$ cat src/rtl/exchange_scheduler.sv
`default_nettype none
// ============================================================================
//  Module      : exchange_scheduler
//  Description : Iteration sequencer for the replica-exchange annealing array.
//                Per iteration: optimisation step, exp pipeline
//                (init/run/fin), then an even/odd exchange shift with
//                alternating pairing parity.
//                Optional macro EXCHANGE_SCHED_PERF_EN builds the busy-cycle
//                counter on perf_cycles; otherwise perf_cycles is tied to 0.
//  Revision    : 1.0 - initial release
// ============================================================================
module exchange_scheduler #(
  parameter int REPLICA_NUM  = 32,
  parameter int EXP_CYCLES   = 17,
  parameter int SHIFT_CYCLES = 8
) (
  input  logic                   clk,
  input  logic                   reset,
  input  logic                   start,
  input  logic [23:0]            iter_times,
  input  logic                   abort,
  input  logic                   opt_done,
  output logic                   opt_run,
  output logic                   exp_init,
  output logic                   exp_run,
  output logic                   exp_fin,
  output logic                   exchange_shift,
  output logic [REPLICA_NUM-1:0] exchange_en,
  output logic                   parity,
  output logic [23:0]            iter_count,
  output logic                   busy,
  output logic                   done,
  output logic [31:0]            perf_cycles
);

  // One down-counter serves both the exp-run and shift phases.
  localparam int CNT_MAX = (EXP_CYCLES > SHIFT_CYCLES) ? EXP_CYCLES : SHIFT_CYCLES;
  localparam int CNT_W   = (CNT_MAX > 1) ? $clog2(CNT_MAX) : 1;

  typedef enum logic [2:0] {
    S_IDLE     = 3'd0,
    S_OPT      = 3'd1,
    S_EXP_INIT = 3'd2,
    S_EXP_RUN  = 3'd3,
    S_EXP_FIN  = 3'd4,
    S_XCHG     = 3'd5,
    S_NEXT     = 3'd6
  } state_t;

  state_t                 state_q, state_d;
  logic [CNT_W-1:0]       cnt_q, cnt_d;
  logic [23:0]            iter_times_q, iter_times_d;
  logic [23:0]            iter_count_q, iter_count_d;
  logic                   parity_q, parity_d;
  logic                   done_q, done_d;
  logic                   opt_run_q, opt_run_d;
  logic                   exp_init_q, exp_init_d;
  logic                   exp_run_q, exp_run_d;
  logic                   exp_fin_q, exp_fin_d;
  logic                   shift_q, shift_d;
  logic [REPLICA_NUM-1:0] en_q, en_d;
  logic                   busy_q, busy_d;

  // Constant pair masks: bit i marks the lower member of a pair with parity i%2.
  logic [REPLICA_NUM-1:0] mask_even, mask_odd;
  for (genvar i = 0; i < REPLICA_NUM; i++) begin : g_mask
    assign mask_even[i] = ((i % 2) == 0 && (i + 1) < REPLICA_NUM) ? 1'b1 : 1'b0;
    assign mask_odd[i]  = ((i % 2) == 1 && (i + 1) < REPLICA_NUM) ? 1'b1 : 1'b0;
  end

  // Next-state, iteration bookkeeping and registered strobe decode.
  always_comb begin
    state_d      = state_q;
    cnt_d        = cnt_q;
    iter_times_d = iter_times_q;
    iter_count_d = iter_count_q;
    parity_d     = parity_q;
    done_d       = 1'b0;

    case (state_q)
      S_IDLE: begin
        if (start) begin
          if (iter_times == 24'd0) begin
            done_d = 1'b1;
          end else begin
            iter_times_d = iter_times;
            iter_count_d = 24'd0;
            parity_d     = 1'b0;
            state_d      = S_OPT;
          end
        end
      end
      S_OPT: begin
        if (opt_done) state_d = S_EXP_INIT;
      end
      S_EXP_INIT: begin
        state_d = S_EXP_RUN;
        cnt_d   = CNT_W'(EXP_CYCLES - 1);
      end
      S_EXP_RUN: begin
        if (cnt_q == '0) state_d = S_EXP_FIN;
        else             cnt_d   = cnt_q - CNT_W'(1);
      end
      S_EXP_FIN: begin
        state_d = S_XCHG;
        cnt_d   = CNT_W'(SHIFT_CYCLES - 1);
      end
      S_XCHG: begin
        if (cnt_q == '0) state_d = S_NEXT;
        else             cnt_d   = cnt_q - CNT_W'(1);
      end
      S_NEXT: begin
        iter_count_d = iter_count_q + 24'd1;
        parity_d     = ~parity_q;
        if (iter_count_d == iter_times_q) begin
          state_d = S_IDLE;
          done_d  = 1'b1;
        end else begin
          state_d = S_OPT;
        end
      end
      default: state_d = S_IDLE;
    endcase

    // Abort overrides everything but leaves the progress registers readable.
    if (abort) begin
      state_d      = S_IDLE;
      done_d       = 1'b0;
      cnt_d        = cnt_q;
      iter_times_d = iter_times_q;
      iter_count_d = iter_count_q;
      parity_d     = parity_q;
    end

    // Strobes are decoded from the next state so they register alongside it.
    opt_run_d  = (state_d == S_OPT) && (state_q != S_OPT);
    exp_init_d = (state_d == S_EXP_INIT);
    exp_run_d  = (state_d == S_EXP_RUN);
    exp_fin_d  = (state_d == S_EXP_FIN);
    shift_d    = (state_d == S_XCHG);
    en_d       = shift_d ? (parity_d ? mask_odd : mask_even) : '0;
    busy_d     = (state_d != S_IDLE);
  end

  // State and output registers.
  always_ff @(posedge clk) begin
    if (reset) begin
      state_q      <= S_IDLE;
      cnt_q        <= '0;
      iter_times_q <= 24'd0;
      iter_count_q <= 24'd0;
      parity_q     <= 1'b0;
      done_q       <= 1'b0;
      opt_run_q    <= 1'b0;
      exp_init_q   <= 1'b0;
      exp_run_q    <= 1'b0;
      exp_fin_q    <= 1'b0;
      shift_q      <= 1'b0;
      en_q         <= '0;
      busy_q       <= 1'b0;
    end else begin
      state_q      <= state_d;
      cnt_q        <= cnt_d;
      iter_times_q <= iter_times_d;
      iter_count_q <= iter_count_d;
      parity_q     <= parity_d;
      done_q       <= done_d;
      opt_run_q    <= opt_run_d;
      exp_init_q   <= exp_init_d;
      exp_run_q    <= exp_run_d;
      exp_fin_q    <= exp_fin_d;
      shift_q      <= shift_d;
      en_q         <= en_d;
      busy_q       <= busy_d;
    end
  end

  assign opt_run        = opt_run_q;
  assign exp_init       = exp_init_q;
  assign exp_run        = exp_run_q;
  assign exp_fin        = exp_fin_q;
  assign exchange_shift = shift_q;
  assign exchange_en    = en_q;
  assign parity         = parity_q;
  assign iter_count     = iter_count_q;
  assign busy           = busy_q;
  assign done           = done_q;

`ifdef EXCHANGE_SCHED_PERF_EN
  logic [31:0] perf_q, perf_d;

  // Busy-cycle counter: clears on an accepted start, saturates, holds when idle.
  always_comb begin
    perf_d = perf_q;
    if (state_q == S_IDLE && start && !abort) perf_d = 32'd0;
    else if (busy_q && perf_q != 32'hFFFF_FFFF) perf_d = perf_q + 32'd1;
  end

  // Perf counter register.
  always_ff @(posedge clk) begin
    if (reset) perf_q <= 32'd0;
    else       perf_q <= perf_d;
  end

  assign perf_cycles = perf_q;
`else
  assign perf_cycles = 32'd0;
`endif

endmodule
`default_nettype wire

$ cat config.mk
export PLATFORM = sky130hd
export DESIGN_NAME = exchange_scheduler
export DESIGN_NICKNAME = d
export VERILOG_FILES = /design/src/rtl/exchange_scheduler.sv
export SDC_FILE = /design/constraint.sdc
export NUM_CORES = 1
export LEC_CHECK = 0
export CAP_MARGIN = 20
export CORE_ASPECT_RATIO = 0.5
export CORE_MARGIN = 2
export CORE_UTILIZATION = 45
export CTS_BUF_LIST = sky130_fd_sc_hd__clkbuf_8
export CTS_CLUSTER_DIAMETER = 100
export DETAILED_ROUTE_END_ITERATION = 7
export PLACE_DENSITY = 0.91
export SLEW_MARGIN = 20
export SYNTH_ARGS = -nofsm -noshare
export SYNTH_HDL_FRONTEND = slang
export SYNTH_SLANG_ARGS = --single-unit
$ cat constraint.sdc
create_clock -name clk -period 2.42 [get_ports clk]
set_input_delay 0.484 -clock clk [delete_from_list [all_inputs] [get_ports clk]]
set_output_delay 0.484 -clock clk [all_outputs]
set_load 0.02 [all_outputs]
# Word-level counts from Yosys, hierarchy flattened
# Index checks and enable logic that the tools add are counted.
# classes
add_sub_neg	2
mul	0
div_mod_pow	0
n_lt_le_gt_ge	0
eq_ne	16
n_shift	0
muxes	22
n_bitwise	4
reduce_logical	13
# ops
operator	count
24-bit 2-to-1 mux	2
24-bit one-hot mux with 2 select lines	1
31-bit 2-to-1 mux	1
24-bit by 1-bit adder with 24-bit output, second input constant	1
24-bit equality test	1
24-bit logical NOT	1
3-bit one-hot mux with 7 select lines	1
3-bit 2-to-1 mux	6
3-bit equality test, second input constant	5
5-bit one-hot mux with 3 select lines	1
3-bit by 2-bit equality test with 1-bit output, second input constant	4
4-bit AND reduction	2
1-bit 2-to-1 mux	7
3-bit by 1-bit equality test with 1-bit output, second input constant	2
2-bit inequality test, second input constant	3
3-bit nonzero test	2
2-bit OR reduction	3
5-bit logical NOT	1
5-bit 2-to-1 mux	1
5-bit by 1-bit subtractor with 5-bit output, second input constant	1
1-bit NOT	4
1-bit one-hot mux with 2 select lines	2
3-bit logical NOT	1
3-bit by 1-bit inequality test with 1-bit output, second input constant	1
other kinds (3)	3
# word_totals
ff_bits	96
latchBits	0
ram_bits	0
romBits	0
input_bits	29
wordCells	70
n_memories	0

# Logic depth before layout (Yosys ltp)
# depth
word_depth	8
depth_mapped	10
depth_no_buf	9

# Worst setup path before layout
# No wires, ideal clock.
# synth_timing
kind	flip-flop to flip-flop
from	reg iter_count_q[0], in the netlist iter_count[0]
to	reg state_q[0]
setup_time_ps	144
t_arrival_ps	2619
slack_ps	-343
path_stages_with_launch	11
n_path_buf	1
cell_sequence	dfxtp_1 > ha_1 > nand4_1 > or4_1 > buf_2 > o31a_1 > o41a_1 > nand2_1 > nand4_1 > o21ai_1 > a21oi_1
# synth_via
elab_chain_cells	5
# synth_rtl
item	line	source
from (decl)	53	logic [23:0] iter_count_q, iter_count_d;
from (signal assigned)	165	iter_count_q <= iter_count_d;
24-bit by 1-bit adder with 24-bit output	113	iter_count_d = iter_count_q + 24'd1;
24-bit equality test	115	if (iter_count_d == iter_times_q) begin
1-bit 2-to-1 mux	115	
3-bit one-hot mux with 7 select lines	80	case (state_q)
3-bit 2-to-1 mux	126	if (abort) begin
to (signal assigned)	162	state_q <= state_d;
to (decl)	50	state_t state_q, state_d;
# No other way between the ends.
# A chain may end at the register's enable or synchronous reset.

# Final worst setup path
# layout_timing
from	reg iter_count_q[3], in the netlist iter_count[3]
to	reg done_q, in the netlist done
# layout_via
elab_chain_cells	4
# layout_rtl
item	line	source
24-bit by 1-bit adder with 24-bit output	113	
24-bit equality test	115	
1-bit 2-to-1 mux	115	
1-bit one-hot mux with 2 select lines	80	
to (signal assigned)	167	done_q <= done_d;
to (decl)	55	logic done_q, done_d;
# No other way between the ends.

==> flow_metrics.py <==
metrics = {
    "die": {
        "coreArea_um2": 9420,
        "io_pins": 125,
        "die_area_um2": 10500,
        "die_h_um": 73.4,
        "start_util_pct": 46.0,
        "die_w_um": 143,
        "core.rowCount": 25,
    },
    "hold_path": {
        "min_path_cells": 2,
        "hp-class": "reg2reg",
        "min_from": "cnt_q[1]$_SDFFE_PP0P_",
        "holdPathEnd": "cnt_q[1]$_SDFFE_PP0P_",
    },
    "synth": {
        "synth_area_um2": 4340,
        "ys_seq_elements": 66,
        "syn_inst": 546,
        "synth_flop_cell": "dfxtp_1",
        "seq_area_frac_synth_pct": 30.5,
        "synthArstFlopShare_pct": 0,
        "yosysWarnings": 0,
        "synth-edff-count": 0,
        "synth.distinct_cells": 69,
        "synth.avg_cell_area_um2": 7.94,
    },
    "sta": {
        "timing.fmax_mhz": 376,
        "period_share_pct": 110,
        "finalSetupTns_ns": -0.939,
        "slew_viol_final": 0,
        "grt_setup_unrepaired": "true",
        "tightest_slew_ns": 0.636,
        "hold_viol": 0,
        "setup_viol": 4,
        "post-route-min-period_ns": 2.66,
        "maxSlewHeadroom_pct": 57.6,
        "worst_slack_ns": -0.242,
        "worst_clock_skew_ns": 0.0142,
    },
    "clocking": {
        "cts_buffers": 9,
        "clock_tree.root_cell": "clkbuf_8",
        "cts.sinks": 66,
        "htreeDepth": 3,
        "tritoncts": "built",
        "hold_buffers": 0,
        "clkSlewWorstSetupHoldPaths_ns": 0.07,
        "insertion_delay_ns": 0.37,
        "clockBufferDepth": 2,
    },
    "power_and_ir_drop": {
        "ir_worst_vdd_mv": 0.258,
        "p_leak_nw": 2.43,
        "p_per_area_nw_per_um2": 409,
        "clkPwrFrac_pct": 39.5,
        "swShare_pct": 27.4,
        "comb_power_share_pct": 13.3,
        "power.sequential.fraction_pct": 47.2,
        "power.internal_mw": 1.74,
        "switchingPower_mw": 0.655,
    },
    "setup_path": {
        "arrival_ns": 2.98,
        "worstRegToRegCells": 8,
        "r2r-end": "done$_SDFF_PP0_",
        "critPathMaxFanout": 5,
        "r2r_slack_ns": -0.24,
        "cp-end-kind": "register",
        "crit_type": "reg2reg",
        "timing.rr.start": "iter_count[3]$_SDFFE_PP0P_",
        "startpoint_type": "register",
        "worst_ep_required_time_ns": 2.73,
    },
    "global_routing": {
        "antenna_found_initial": 0,
        "grt_start_max_net_pins": 56,
        "grt_use_met3_pct": 8.34,
        "grt_pass1_wl_mm": 22.2,
        "track_usage_pct": 27.1,
        "grt.overflow.total": 0,
        "grt_use_met2_pct": 46.0,
        "grt_busiest_layer": "met2",
        "grt_pass1_vias": 4529,
        "gr-usage-met1_pct": 30.9,
    },
    "placed_design": {
        "gp_congestion": 0.995,
        "pre_cts_ws_ns": -0.257,
        "port_buffers": 91,
        "dp.cells": 799,
        "hpwl_mm": 10.1,
        "placed_cell_area_um2": 5580,
    },
    "cells_and_area": {
        "layoutNonFillerInstCount": 817,
        "final_util_pct": 62.2,
        "layout_common_cells": "90 x clkdlybuf4s50_1, 88 x buf_4, 75 x nor2_1, 54 x dfxtp_1, 37 x a21oi_1",
        "nets": 708,
        "final_common_cell": "clkdlybuf4s50_1",
        "drive_gt1_share_pct": 21.6,
        "syn_to_final_growth_pct": 35.0,
        "diodes": 0,
        "final_cell_area_um2": 5850,
    },
    "routing": {
        "drc": 0,
        "vias_per_cell": 5.91,
        "drt_iter0_drc": 697,
        "firstDrtPassIters": 6,
        "postRouteAntennaNets": 0,
        "vias": 4827,
        "routedWlPerCell_um": 17.7,
        "wirelength_mm": 14.5,
    },
    "outcome": {
        "violations": "setup timing",
        "status": "finished with violations",
    },
    "run": {
        "maxCapViolations": 0,
    },
}
==> cells by family (layout without fill, tap and decap cells) <==
family                     count (synthesis)  after routing  share of synthesized area [%]
AOI/OAI and AO/OA                        105            105                           14.8
xor gates and xnor gates                  27             27                           5.45
adders and majority gates                  2              2                          0.577
buffers and inverters                    103            207                           16.2
DFF                                       66             66                           30.5
muxes                                     27             27                           6.29
other                                      1             33                         0.0865
and+or+nand+nor                          215            215                           26.1
==> layout make-up <==
| class | instances | area [um^2] |
|---|---|---|
| Multi-Input combinational cell | 409 | 2510 |
| Clock inverter | 6 | 58.8 |
| Tap cell | 135 | 169 |
| Inverter | 10 | 37.5 |
| Sequential cell | 66 | 1350 |
| Timing Repair Buffer | 181 | 1600 |
| Clock buffer | 10 | 138 |
| Fill cell | 672 | 3560 |
==> power groups by stage <==
stage,clock (mW),combinational [mW],sequential (mW)
floorplan,0,0.215,1.15
global placement,0,0.286,1.15
detailed placement,0,0.296,1.15
CTS,0.945,0.302,1.13
global route,0.996,0.338,1.13
finish,0.945,0.319,1.13
==> how the worst max path moves through the flow <==
stage | cells past startpoint | slack [ns] | start | end
finish | 8 | -0.24 | iter_count[3]$_SDFFE_PP0P_ | done$_SDFF_PP0_
global route | 9 | -0.30 | iter_count[1]$_SDFFE_PP0P_ | busy$_SDFF_PP0_
CTS | 8 | -0.18 | iter_count[1]$_SDFFE_PP0P_ | done$_SDFF_PP0_
detailed placement | 10 | -0.26 | iter_times[0] | iter_count[18]$_SDFFE_PP0P_
global placement | 10 | -0.14 | iter_times[1] | iter_count[3]$_SDFFE_PP0P_
floorplan | 9 | -0.03 | iter_count[3]$_SDFFE_PP0P_ | state_q[0]$_SDFF_PP0_
==> layer usage <==
layer	part of all wire, %	vias to the layer above	wire length, um
met5	0	-	0
li1	-	2092	-
met1	36	2236	5230
met3	12	97	1770
met4	4.8	0	699
met2	47	402	6790
==> stage by stage <==
stage,hold WS [ns],power [mW]
finish,0.513,2.39
global route,0.551,2.47
CTS,0.516,2.38
detailed placement,0.506,1.45
global placement,0.497,1.44
floorplan,0.478,1.36
==> state kept, by name, summed over array words and instances (netlist names), 2 cells and up <==
| register | cells |
|---|---|
| iter_times_q | 24 |
| cnt_q | 5 |
| state_q | 3 |
| exchange_en | 2 |
| iter_count | 24 |
==> critical path, cell delays in order, from the launching register on <==
cell     delay [ns]
dfxtp_4        0.38
nand4_4        0.14
or4_4          0.61
nor4b_1        0.42
o22ai_1        0.18
nor4_4         0.15
nand4_1        0.29
nor3_2         0.27
o21a_1         0.16
==> repair_timing <==
action	4_1_cts	5_1_grt
pin swaps	5	4
gates resized for setup	3	11
setup buffers	2	0
endpoints found under the setup margin	4	30
==> synthesized netlist by cell type, types with 3 or more instances <==
library cell   n  share of area [%]
nor2_1        77                6.7
dfxtp_1       66                 30
buf_4         65                 11
a21oi_1       37                4.3
o21ai_0       29                3.3
nand2_1       28                2.4
mux2i_1       25                5.8
nor3_1        17                2.0
nand3_1       15                1.7
xnor2_1       15                3.0
nor4_1        13                1.9
clkbuf_1      12                1.0
xor2_1        12                2.4
inv_1         10               0.87
nand4_1       10                1.4
buf_6          8                2.1
or3_1          8                1.2
and3_1         6               0.87
o22ai_1        6               0.87
a22oi_1        5               0.87
nand2b_1       5               0.72
a21o_1         4               0.69
buf_1          4               0.35
nor2b_1        4               0.58
or4_1          4               0.69
a211o_1        3               0.61
and4_1         3               0.61
buf_2          3               0.35
nand3b_1       3               0.52
nor3b_1        3               0.52
Note: power is estimated with default switching activity, not from simulation.
